**src/rtl/alu_operand_sequencer.sv**
```systemverilog
// Multi-cycle execute controller wrapped around a 16-bit ALU: fetches two operands
// through a single one-cycle-latency register-file read port, executes, then writes back.
module alu_operand_sequencer #(
  parameter int WIDTH = 16,
  parameter int RA_W  = 3
) (
  input  logic             clk,
  input  logic             rst,
  input  logic             in_valid,
  output logic             in_ready,
  input  logic [3:0]       in_operator,
  input  logic [RA_W-1:0]  in_dst,
  input  logic [RA_W-1:0]  in_src,
  input  logic             in_use_imm,
  input  logic [WIDTH-1:0] in_imm,
  output logic [RA_W-1:0]  rf_addr,
  input  logic [WIDTH-1:0] rf_rdata,
  output logic             rf_we,
  output logic [RA_W-1:0]  rf_waddr,
  output logic [WIDTH-1:0] rf_wdata,
  output logic [WIDTH-1:0] alu_value1,
  output logic [WIDTH-1:0] alu_value2,
  output logic [3:0]       alu_operator,
  input  logic [WIDTH-1:0] alu_result,
  input  logic [3:0]       alu_flags,
  output logic [3:0]       flags,
  output logic             done
);

  localparam logic [3:0] OP_CMP = 4'd7;
  localparam logic [3:0] OP_MOV = 4'd8;

  typedef enum logic [2:0] {
    S_IDLE   = 3'd0,
    S_RD_A   = 3'd1,
    S_RD_B   = 3'd2,
    S_RD_LAT = 3'd3,
    S_EXEC   = 3'd4,
    S_WB     = 3'd5
  } state_t;

  state_t           state_q;
  state_t           state_d;
  logic [3:0]       opc_q;
  logic [RA_W-1:0]  dst_q;
  logic [RA_W-1:0]  src_q;
  logic             use_imm_q;
  logic [WIDTH-1:0] imm_q;
  logic [RA_W-1:0]  rf_addr_q;
  logic [WIDTH-1:0] op_a_q;
  logic [WIDTH-1:0] op_b_q;
  logic [3:0]       alu_op_q;
  logic [WIDTH-1:0] res_q;
  logic [3:0]       flg_q;
  logic [3:0]       flags_q;
  logic             ready_q;
  logic             done_q;
  logic             we_q;
  logic [RA_W-1:0]  waddr_q;

  // Next-state selection for the execute sequence.
  always_comb begin
    state_d = state_q;
    case (state_q)
      S_IDLE: begin
        if (in_valid) begin
          state_d = S_RD_A;
        end else begin
          state_d = S_IDLE;
        end
      end
      S_RD_A:   state_d = S_RD_B;
      S_RD_B: begin
        if (use_imm_q) begin
          state_d = S_EXEC;
        end else begin
          state_d = S_RD_LAT;
        end
      end
      S_RD_LAT: state_d = S_EXEC;
      S_EXEC:   state_d = S_WB;
      S_WB:     state_d = S_IDLE;
      default:  state_d = S_IDLE;
    endcase
  end

  // State, operand, result and output registers; outputs are set up one edge ahead of their state.
  always_ff @(posedge clk) begin
    if (rst) begin
      state_q   <= S_IDLE;
      opc_q     <= 4'd0;
      dst_q     <= {RA_W{1'b0}};
      src_q     <= {RA_W{1'b0}};
      use_imm_q <= 1'b0;
      imm_q     <= {WIDTH{1'b0}};
      rf_addr_q <= {RA_W{1'b0}};
      op_a_q    <= {WIDTH{1'b0}};
      op_b_q    <= {WIDTH{1'b0}};
      alu_op_q  <= 4'd0;
      res_q     <= {WIDTH{1'b0}};
      flg_q     <= 4'd0;
      flags_q   <= 4'd0;
      ready_q   <= 1'b1;
      done_q    <= 1'b0;
      we_q      <= 1'b0;
      waddr_q   <= {RA_W{1'b0}};
    end else begin
      state_q <= state_d;
      case (state_q)
        S_IDLE: begin
          if (in_valid) begin
            opc_q     <= in_operator;
            dst_q     <= in_dst;
            src_q     <= in_src;
            use_imm_q <= in_use_imm;
            imm_q     <= in_imm;
            rf_addr_q <= in_dst;
            ready_q   <= 1'b0;
          end
        end
        S_RD_A: begin
          rf_addr_q <= src_q;
        end
        S_RD_B: begin
          // Read data for dst arrives now, one cycle after it was addressed.
          op_a_q   <= rf_rdata;
          alu_op_q <= opc_q;
          if (use_imm_q) begin
            op_b_q <= imm_q;
          end
        end
        S_RD_LAT: begin
          op_b_q <= rf_rdata;
        end
        S_EXEC: begin
          res_q   <= alu_result;
          flg_q   <= alu_flags;
          done_q  <= 1'b1;
          we_q    <= (opc_q != OP_CMP);
          waddr_q <= dst_q;
        end
        S_WB: begin
          done_q  <= 1'b0;
          we_q    <= 1'b0;
          ready_q <= 1'b1;
          if (opc_q != OP_MOV) begin
            flags_q <= flg_q;
          end
        end
        default: begin
          ready_q <= 1'b1;
        end
      endcase
    end
  end

  // Reset gates the handshake and write strobes immediately so nothing escapes in the reset cycle.
  assign in_ready     = ready_q & ~rst;
  assign done         = done_q & ~rst;
  assign rf_we        = we_q & ~rst;
  assign rf_addr      = rf_addr_q;
  assign rf_waddr     = waddr_q;
  assign rf_wdata     = res_q;
  assign alu_value1   = op_a_q;
  assign alu_value2   = op_b_q;
  assign alu_operator = alu_op_q;
  assign flags        = flags_q;

endmodule

```
**config.mk**
```make
export PLATFORM = sky130hd
export DESIGN_NAME = alu_operand_sequencer
export DESIGN_NICKNAME = d
export VERILOG_FILES = /design/src/rtl/alu_operand_sequencer.sv
export SDC_FILE = /design/constraint.sdc
export NUM_CORES = 1
export LEC_CHECK = 0
export BUFFER_PORTS_ARGS = -buffer_cell sky130_fd_sc_hd__buf_2
export CAP_MARGIN = 20
export CORE_MARGIN = 8
export CORE_UTILIZATION = 26
export DETAILED_ROUTE_END_ITERATION = 8
export PLACE_DENSITY = 0.54
export SLEW_MARGIN = 25
export SYNTH_ARGS = -nofsm -noshare
export SYNTH_HDL_FRONTEND = slang
export SYNTH_SLANG_ARGS = --single-unit
export TNS_END_PERCENT = 20
```
**constraint.sdc**
```tcl
create_clock -name clk -period 1.6 [get_ports clk]
set_input_delay 0.32 -clock clk [delete_from_list [all_inputs] [get_ports clk]]
set_output_delay 0.32 -clock clk [all_outputs]
set_load 0.05 [all_outputs]
```
==> results.cfg, run 1 <==
[status]
status = finished, final reports clean

[grt]
antenna_found_initial = 2
grt_first_pass_wirelength_um = 17200
gr-total-overflow = 0
grt_max_degree = 27
track_usage = 0.116
grt_pass1_vias = 3512

[final_layout]
nets = 624
drive_gt1_frac = 0.314
syn2layout_area_growth_pct = 31.9
final_cells = 748
n_fill_cell = 1507
post-route-util = 0.349

[pwr]
seqPwrFrac = 0.462
pwr-share-clk = 0.377
power.leakage_nw = 2.18
p_switching_mw = 1.57
power.internal_mw = 4.18
combinationalPowerShare = 0.160
vdd.ir_drop.worst_v = 0.000584
switching_share = 0.273
power_density_nw_per_um2 = 1140

[sta]
slew_headroom = 0.664
hold_viol_final = 0
holdWs_ps = 208
rsz0062_at_grt = false
setup_tns_ps = 0
tightest_slew_ps = 503
setup_viol = 0
final_max_slew_viol_count = 0
min_period_ps = 1490
skew_ps = 8.17
worst_slack_ps = 111
fmax_mhz = 672
fin_crit_sh = 0.931

[synthesis]
ys.flop_type = dfxtp_1
syn_area_um2 = 3830
syn_nets = 489
yosysWarnings = 0
synth.distinct_cells = 33
seq_area_frac_synth = 0.517
synth_edf_count = 0
synth-seq-cells = 99
synthCells = 423
syn_avg_cell_area_um2 = 9.05
async_flop_share = 0

[routing]
wl_per_cell_um = 14.7
drt_iter0_drc = 171
drc = 0
wirelength_um = 11000
routed-via-count = 3322
ant_nets = 0
drt_first_pass_iters = 4
viasPerCell = 4.44

[clocking]
path_clk_slew_ps = 70
hold_buffers = 0
ctsRootBufferMaster = clkbuf_16
cts_made_buffers = 9
clock-sinks = 99
h-tree-depth = 3
clkLatencyLatePin_ps = 340
cts_buffer_depth = 2
cts_tree = done

[hold_path]
hold_path.class = input port to flip-flop

[die]
rows = 44
die_w_um = 137
chipHeight_um = 137
pin_count = 131
coreArea_um2 = 14500
die-area_um2 = 18900
start_util = 0.265

[placed_design]
port-buffer-count = 130
dp.cells = 731
dp_hpwl_um = 8460
dpl_worst_slack_ps = 49.3
gp_congestion = 0.775

[setup_path]
critPathCaptureType = flip-flop
arrival_ps = 1720
critical_path_class = flip-flop to flip-flop
worstPathRequired_ps = 1830
crit_path_start_kind = flip-flop
cp_max_fo = 21

[job]
cap_violations = 0
-- registers in the layout, indices dropped and copies added (netlist names), 4 cells and up --
name / count
opc_q: 4
alu_value1: 16
imm_q: 16
flg_q: 4
alu_value2: 16
flags: 4
alu_operator: 4
rf_wdata: 16
-- metal layers --
layer / track usage / vias to the layer above / routed length (um)
li1: - / 1684 / -
met4: 0.0290 / 2 / 85
met1: 0.138 / 1511 / 4880
met2: 0.185 / 114 / 4880
met3: 0.0565 / 11 / 1130
met5: 0 / - / 13
-- synthesized netlist by cell type (2+ instances only) --
cell	instances	area [um2]
dfxtp_1	99	1980
nand2b_1	37	231
a21oi_1	50	250
a31oi_1	2	12.5
a32o_1	16	160
clkbuf_1	14	52.6
nor2b_1	4	25.0
nor3_1	4	20.0
buf_6	6	67.6
nor2_1	28	105
nand2_1	97	364
buf_4	2	15.0
buf_2	9	45.0
o21ai_0	2	10.0
mux2i_1	28	280
nor3b_1	3	22.5
or2b_1	5	37.5
nand3_1	2	10.0
-- worst max-delay path: stages (launching register included) --
cell	delay [ps]
dfxtp_1	380
or4b_1	540
buf_4	220
o22ai_1	160
nor3_1	70
-- final timing paths --
path	end	slack (ps)	depth (start not counted)	start
max	rf_addr[1]	110	4	state_q[1]
min	rf_wdata[7]	210	3	alu_result[7]
max reg2reg	rf_addr[1]	110	4	state_q[1]
min reg2reg	alu_value1[13]	450	2	alu_value1[13]
-- kinds of logic after synthesis --
kind of cell           Yosys count  share of synthesized area
AO/OA/AOI/OAI                   74                      0.121
buffers and inverters           32                     0.0480
flip-flops                      99                      0.517
multiplexers                    28                     0.0732
AND/OR/NAND/NOR                190                      0.240
-- per-stage QoR --
step | power, mW | instance area [um2]
finish | 5.76 | 5050
global route | 6.02 | 5050
global placement | 3.64 | 4740
detailed placement | 3.65 | 4740
floorplan | 3.35 | 3830
CTS | 5.86 | 5040
-- cell usage in the layout, fill, tap and decap left out, drive strengths merged --
cell type	instances
o21ai	2
or2	1
inv	1
o22ai	1
mux2i	28
buf	155
a21oi	51
diode	1
nor3b	3
o21a	1
nor3	5
nand3	2
a31oi	2
clkinv	2
or4b	1
o22a	1
dfxtp	99
a32o	16
nand2	97
nand2b	37
bufinv	1
clkbuf	13
nor2	28
nand3b	2
nor2b	4
or2b	5
or3b	2
nor4b	2
nand4b	1
-- area by class of cell --
class	instances	area (um2)	share of cell area
clock buffer	13	250	0.0495
multi-input combinational	292	1680	0.333
inverter	1	3.75	0.000743
timing repair buffer	155	851	0.168
antenna	1	2.50	0.000495
tap	184	230	0.0456
sequential	99	1980	0.392
clock inverter	3	47.5	0.00941
-- power by group through the flow --
stage                     sequential (mW)  combinational (mW)  clock [mW]
final                                2.66               0.924        2.17
after CTS                            2.66               0.938        2.26
after detailed placement             2.72               0.933           0
after global routing                 2.68                1.01        2.33
after floorplan                      2.88               0.467           0
after global placement               2.72               0.923           0
-- repair_timing --
item / 4_1_cts / 5_1_grt
setup buffers: 0 / 0
setup endpoints to repair: 0 / 16
hold endpoints to repair: 0 / 0
resized for setup: 0 / 1
Power figures use the tool's default switching activity.
==> run 2, diff against run 1 <==
--- a/config.mk
+++ b/config.mk
@@ -8,9 +8,9 @@
 export BUFFER_PORTS_ARGS = -buffer_cell sky130_fd_sc_hd__buf_2
 export CAP_MARGIN = 20
 export CORE_MARGIN = 8
-export CORE_UTILIZATION = 26
+export CORE_UTILIZATION = 25
 export DETAILED_ROUTE_END_ITERATION = 8
-export PLACE_DENSITY = 0.54
+export PLACE_DENSITY = 0.53
 export SLEW_MARGIN = 25
 export SYNTH_ARGS = -nofsm -noshare
 export SYNTH_HDL_FRONTEND = slang
==> results.cfg, run 2 (synthesized netlist as in run 1, its figures left out) <==
[status]
status = finished, final reports clean

[grt]
met1_usage = 0.132
grt_max_degree = 34
top_usage_layer = met2
track_usage = 0.117
grt_first_pass_wirelength_um = 18400
antenna_found_initial = 1
gr-total-overflow = 0
use_met3 = 0.0537
gr-usage-met2 = 0.192
grt_pass1_vias = 3581

[sta]
worst_slack_ps = 77.2
slew_headroom = 0.687
final_max_slew_viol_count = 0
fin_crit_sh = 0.952
tightest_slew_ps = 469
hold_viol_final = 0
min_period_ps = 1520
rsz0062_at_grt = true
setup_viol = 0
skew_ps = 4.14
fmax_mhz = 657

[routing]
ant_nets = 0
drt_iter0_drc = 130
drt_first_pass_iters = 5
wirelength_um = 11400
drc = 0
routed-via-count = 3320
wl_per_cell_um = 15.3
viasPerCell = 4.45

[setup_path]
arrival_ps = 1740
worstSetupStartpoint = state_q[1]
worstPathRequired_ps = 1820
critical_path_class = flip-flop to flip-flop
crit_path_start_kind = flip-flop
critPathCaptureType = flip-flop
reg2reg_depth = 5
r2r_start = state_q[1]
cp_max_fo = 20

[clocking]
cts_made_buffers = 9
hold_buffers = 0
clkLatencyLatePin_ps = 340
path_clk_slew_ps = 70
clock-sinks = 99
cts_tree = done
ctsRootBufferMaster = clkbuf_16
cts_setup_buffers = 0
cts_buffer_depth = 2
h-tree-depth = 3

[die]
chipHeight_um = 140
rows = 45
die-area_um2 = 19500
pin_count = 131
start_util = 0.254
coreArea_um2 = 15100
die_w_um = 140

[final_layout]
drive_gt1_frac = 0.307
n_fill_cell = 1638
final_common_cell = buf_2
multi_input_area_um2 = 1690
seqCellArea_um2 = 1980
syn2layout_area_growth_pct = 31.0
final_cells = 746
layout_common_cells = buf_2 (130), dfxtp_1 (99), nand2_1 (97), a21oi_1 (50), nand2b_1 (37)
nets = 620

[placed_design]
dp_hpwl_um = 8570
port-buffer-count = 130
gp_congestion = 0.751
dpl_worst_slack_ps = 4.68
dp.cells = 731

[pwr]
vdd.ir_drop.worst_v = 0.000542
power.leakage_nw = 2.17
power_density_nw_per_um2 = 1130

[hold_path]
min_from = alu_result[9]
hold_depth = 3
hold_path.class = input port to flip-flop

[job]
cap_violations = 0
==> run 2: cell count changes in the layout (fill, tap and decap cells not counted), sizes merged <==
cell / previous run / this run
buf: 155 / 151
clkbuf: 13 / 12
clkinv: 2 / 1
==> run 2: critical path, cell delays in order (launching register included) <==
cell     delay, ps
dfxtp_1        410
buf_4          230
or3b_1         370
buf_4          230
nand2_1        100
a21oi_1         70
==> run 2: where the power goes <==
part / internal [mW] / switching [mW]
Sequential: 2.59 / 0.0676
Combinational: 0.325 / 0.606
Clock: 1.20 / 0.886
==> run 2: per-layer routing <==
metal	wire (um)	part of all wire	vias to the layer above
met5	12	0.0011	-
met4	152	0.013	2
met3	1100	0.097	14
met2	5150	0.45	113
met1	4960	0.44	1514
li1	-	-	1677
==> run 2: final timing paths <==
kind	to	slack (ps)
setup / recovery	alu_value1[11]	80
hold reg to reg	imm_q[11]	450
hold / removal	rf_wdata[9]	210
setup reg to reg	alu_value1[11]	80
==> run 2: what timing repair did <==
action | 4_1_cts | 5_1_grt
endpoints found under the setup margin | 3 | 14
endpoints found under the hold margin | 0 | 0
resized for setup | 1 | 2
==> run 2: area by class of cell <==
type                            instances  share of cell area
Antenna cell                            1            0.000499
Clock buffer                           12              0.0471
Clock inverter                          2             0.00773
Inverter                                1            0.000748
Multi-Input combinational cell        292               0.337
Sequential cell                        99               0.395
Tap cell                              188              0.0469
Timing Repair Buffer                  151               0.164
==> run 2: metrics by stage <==
stage          cell area (um2)  power, mW   util  setup TNS, ps  hold slack, ps
6_report                  5020       5.68  0.332              0             212
5_1_grt                   5010       5.96  0.332          -61.1             208
4_1_cts                   5000       5.79  0.331              0             196
3_5_place_dp              4720       3.65  0.313              0             443
3_3_place_gp              4720       3.63  0.313              0             439
2_1_floorplan             3830       3.35      -           -199             431
